[config.mk]
export PLATFORM = sky130hd
export DESIGN_NAME = br_writeback
export DESIGN_NICKNAME = d
export VERILOG_FILES = /design/src/rtl/br_writeback.sv
export SDC_FILE = /design/constraint.sdc
export NUM_CORES = 1
export LEC_CHECK = 0
export BUFFER_PORTS_ARGS = -buffer_cell sky130_fd_sc_hd__clkbuf_2
export CAP_MARGIN = 10
export CORE_MARGIN = 2
export CORE_UTILIZATION = 51
export DETAILED_ROUTE_END_ITERATION = 10
export PLACE_DENSITY_LB_ADDON = 0.1
export SLEW_MARGIN = 20
export SYNTH_ARGS = -nofsm -noshare
export SYNTH_HDL_FRONTEND = slang
export SYNTH_SLANG_ARGS = --single-unit
[constraint.sdc]
create_clock -name clk -period 4.65 [get_ports clk]
set_input_delay 0.2325 -clock clk [delete_from_list [all_inputs] [get_ports clk]]
set_output_delay 0.2325 -clock clk [all_outputs]
set_load 0.05 [all_outputs]
[src/rtl/br_writeback.sv]
// rtl/br_writeback.sv - write-back queue with youngest-match forwarding for a register bank
module br_writeback #(
    parameter int DEPTH = 4,
    parameter int AW    = 5,
    parameter int DW    = 32
) (
    input  logic                     clk,
    input  logic                     rst,
    input  logic                     req_valid,
    output logic                     req_ready,
    input  logic [AW-1:0]            req_addr,
    input  logic [DW-1:0]            req_data,
    input  logic                     hold,
    output logic [AW-1:0]            a3,
    output logic [DW-1:0]            wd3,
    output logic                     we,
    input  logic [AW-1:0]            q_a1,
    input  logic [AW-1:0]            q_a2,
    output logic                     pend1,
    output logic                     pend2,
    output logic [DW-1:0]            fwd1,
    output logic [DW-1:0]            fwd2,
    output logic [$clog2(DEPTH):0]   count
);

    localparam int PW = $clog2(DEPTH);
    localparam int CW = PW + 1;

    logic [PW-1:0] wr_ptr_q, wr_ptr_d;
    logic [PW-1:0] rd_ptr_q, rd_ptr_d;
    logic [CW-1:0] count_q, count_d;
    logic [AW-1:0] addr_q [DEPTH];
    logic [AW-1:0] addr_d [DEPTH];
    logic [DW-1:0] data_q [DEPTH];
    logic [DW-1:0] data_d [DEPTH];

    logic          full;
    logic          empty;
    logic          push;
    logic          pop;
    logic [PW-1:0] idx;

    always_comb begin
        full      = (count_q == CW'(DEPTH));
        empty     = (count_q == '0);
        req_ready = !full && !rst;
        we        = !empty && !hold;
        pop       = we;
        // x0 writes complete the handshake but never occupy an entry
        push      = req_valid && req_ready && (req_addr != '0);
        a3        = empty ? '0 : addr_q[rd_ptr_q];
        wd3       = empty ? '0 : data_q[rd_ptr_q];
        count     = count_q;
    end

    always_comb begin
        addr_d   = addr_q;
        data_d   = data_q;
        wr_ptr_d = wr_ptr_q;
        rd_ptr_d = rd_ptr_q;
        count_d  = count_q;
        if (push) begin
            addr_d[wr_ptr_q] = req_addr;
            data_d[wr_ptr_q] = req_data;
            wr_ptr_d         = wr_ptr_q + PW'(1);
        end
        if (pop) begin
            rd_ptr_d = rd_ptr_q + PW'(1);
        end
        case ({push, pop})
            2'b10:   count_d = count_q + CW'(1);
            2'b01:   count_d = count_q - CW'(1);
            default: count_d = count_q;
        endcase
    end

    // Walk oldest to youngest so the last valid match is the youngest one
    always_comb begin
        pend1 = 1'b0;
        pend2 = 1'b0;
        fwd1  = '0;
        fwd2  = '0;
        idx   = '0;
        for (int i = 0; i < DEPTH; i++) begin
            idx = rd_ptr_q + PW'(i);
            if (CW'(i) < count_q) begin
                if (q_a1 != '0 && addr_q[idx] == q_a1) begin
                    pend1 = 1'b1;
                    fwd1  = data_q[idx];
                end
                if (q_a2 != '0 && addr_q[idx] == q_a2) begin
                    pend2 = 1'b1;
                    fwd2  = data_q[idx];
                end
            end
        end
    end

    always_ff @(posedge clk or posedge rst) begin
        if (rst) begin
            wr_ptr_q <= '0;
            rd_ptr_q <= '0;
            count_q  <= '0;
            for (int i = 0; i < DEPTH; i++) begin
                addr_q[i] <= '0;
                data_q[i] <= '0;
            end
        end else begin
            wr_ptr_q <= wr_ptr_d;
            rd_ptr_q <= rd_ptr_d;
            count_q  <= count_d;
            addr_q   <= addr_d;
            data_q   <= data_d;
        end
    end

endmodule

==> key figures <==
Status
  • Status: completed

Clock tree
  • Max H-tree Level: 4
  • # resized after CTS: 0
  • Hold buffers post-CTS: 1
  • Post-CTS setup buffers: 0
  • Worst-path clk slew: 0.06 ns
  • Root buf cell: clkbuf_16
  • CTS tree: done
  • Clk buf depth: 2
  • Clk sink count: 155
  • Clock buffer count from CTS: 17
  • Clock Latency Late Sink: 0.42 ns

Logic synthesis
  • Simple-gate area share of the yosys netlist: 0.1551
  • Cells after synthesis: 1,362
  • Combinational family with the most area after synthesis: multiplexers
  • Mux share of post-synthesis cell area: 0.2640
  • Post-synthesis cell type count: 47
  • XOR/XNOR share of the synthesized area: 0.03080
  • Complex-gate fraction of the synthesized area: 0.1764
  • Area leader, netlist: dfrtp_1
  • Yosys top cell area share: 0.3172
  • Synthesized cell area: 12,230 um^2
  • Top FF cell, synth: dfrtp_1
  • Register bit total from synthesis: 155
  • Syn Nets: 1,421
  • YS warnings: 0
  • Seq/Total Area, Yosys: 0.3172
  • Async SR Flop Fraction: 1.000
  • EDFF count, synth: 0
  • Top cells by area, synth: dfrtp_1 32%, mux2_2 17%, mux2i_1 7.8%
  • Synth Area in Adders: 0.008185
  • Mean Syn Cell Area: 8.979 um^2

STA
  • Max transition margin: 0.2726
  • Crit path time final: 4.331 ns
  • Slew @ Worst Pin: 1.091 ns
  • Post-route setup TNS: 0 ns
  • Fin. Hold Viols: 0
  • # setup viols final: 0
  • Max Fclk: 230.9 MHz
  • Fin. max-slew vios: 0
  • Post-Route Skew: 0.01326 ns
  • RSZ-0062 raised after global routing: false
  • Final worst-path cycle share: 0.9313
  • WHS: 0.08775 ns

Routing
  • DRT iter0 DRCs: 624
  • Routed WL per cell: 19.11 um
  • DR vias: 10,620
  • Detail Route Antenna Nets: 0
  • Drt total wl: 33,870 um
  • DRC Markers: 0
  • Iteration count of the initial detailed-routing pass: 6
  • Vias/cell: 5.993

Critical path
  • Max FO, Critical Path: 36
  • Setup crit end kind: output port
  • CP required: 4.42 ns
  • R2R depth: 8
  • R2R setup slack: 2.09 ns
  • Worst Path Arrival: 4.10 ns
  • Crit Path Class: reg -> out
  • Crit path from: rd_ptr_q[0]
  • Crit Reg-Reg Endpoint: data_q[118]
  • Crit start category: register
  • Worst R2R Start: count[0]
  • Worst setup endpoint: fwd1[18]

Cells and area
  • Area grow syn2layout: 12.27%
  • Share of layout cells above drive strength 1: 0.3021
  • Fin cells: 1,772
  • Filler cell count: 2,104
  • Diode count: 0
  • Nets: 1,500
  • Most common cell after layout, fill and taps aside: mux2_2
  • Final core occ: 0.5849
  • Most frequent cells in the layout: 185 x mux2_2, 157 x clkbuf_2, 153 x dfrtp_1, 136 x nand2_1, 107 x nor2_1

GRT
  • Global-route wire length before repair: 54,690 um
  • Total track usage: 0.2665
  • Initial antenna violation count: 2
  • Vias in the first global route: 10,250
  • GRT overflow: 0
  • Largest net degree at the start of global routing: 156

Placed design
  • Port Buffers: 158
  • Gpl congestion: 0.8624
  • Placed Cells: 1,740
  • Hpwl dp: 22,090 um

Floorplan
  • Die Wd: 158.9 um
  • Row count: 56
  • Total Die Area: 25,230 um^2
  • CORE AREA: 23,470 um^2
  • Die height: 158.9 um
  • IO Pins: 159
  • Initial core utilization: 0.5210

Worst hold path
  • Hold Crit Class: in -> reg

Job
  • MaxCap Viol Count: 0
-- sequential cells by signal, summed over array words and instances, names as in the netlist --
register  flops
rd_ptr_q      2
count         3
data_q      128
wr_ptr_q      2
addr_q       20
-- routing by layer --
layer	part of all wire	up-vias	track usage	wire, um
li1	-	5071	-	-
met1	0.45	5165	0.3537	15390
met2	0.46	313	0.4325	15650
met3	0.055	67	0.05564	1849
met4	0.028	4	0.09380	956
met5	0.00080	-	0	27
-- cells in the mapped netlist (all sizes together), types with 7 or more instances --
cell type and n:
nor3 59, o211ai 8, xor2 11, mux4 7, nand2 140, nor2 108
and2 24, nor2b 65, o21ai 68, o31ai 64, inv 8, buf 48
mux2 185, xnor2 32, a31oi 33, clkbuf 76, ha 8, a21oi 69
a211oi 45, dfrtp 155, mux2i 97, o21a 29
-- metrics by stage --
stage / instance area [um^2] / worst slack [ns]
floorplan: 12230 / 0.2393
CTS: 13730 / 0.3232
global route: 13730 / 0.08880
detailed placement: 13140 / 0.7823
global placement: 13140 / 0.7983
finish: 13730 / 0.3194
-- kinds of logic (layout without fill, tap and decap cells) --
family                   after synthesis  in the layout
AO/OA/AOI/OAI                        325            325
XOR/XNOR                              43             43
adder cells (fa/ha/maj)                8              8
buffers and inverters                132            223
flip-flops                           155            155
multiplexers                         289            289
AND/OR/NAND/NOR                      410            410
-- worst min-delay path by stage --
stage / start / endpoint / slack (ns) / depth (start not counted)
floorplan: req_addr[0] / addr_q[0] / 0.38 / 1
global placement: rst / wr_ptr_q[0] / 0.32 / 2
detailed placement: rst / count[2] / 0.32 / 2
CTS: req_data[13] / data_q[109] / 0.08 / 2
global route: req_data[28] / data_q[92] / 0.08 / 2
finish: req_data[31] / data_q[127] / 0.09 / 2
-- area by class of cell --
| class | count | area (um^2) | share of cell area |
|---|---|---|---|
| Clock buffer | 20 | 456.7 | 0.03326 |
| Clock inverter | 11 | 120.1 | 0.008749 |
| Inverter | 8 | 37.54 | 0.002734 |
| Multi-Input combinational cell | 1075 | 7801 | 0.5682 |
| Sequential cell | 155 | 3886 | 0.2831 |
| Tap cell | 319 | 399.1 | 0.02907 |
| Timing Repair Buffer | 184 | 1028 | 0.07491 |
-- worst max-delay path, stage by stage, from the launching register on --
cell and delay, ns:
dfrtp_4 0.59, buf_4 0.34, mux4_2 0.60, xor2_1 0.18
a2111oi_2 0.35, o21ai_4 0.38, buf_4 0.37, o21ai_1 0.19
a31oi_1 0.07, o31ai_2 0.26, clkbuf_2 0.32
Power is not shown: default switching activity piles up to over one toggle a cycle in this logic, so the estimate is an artifact.
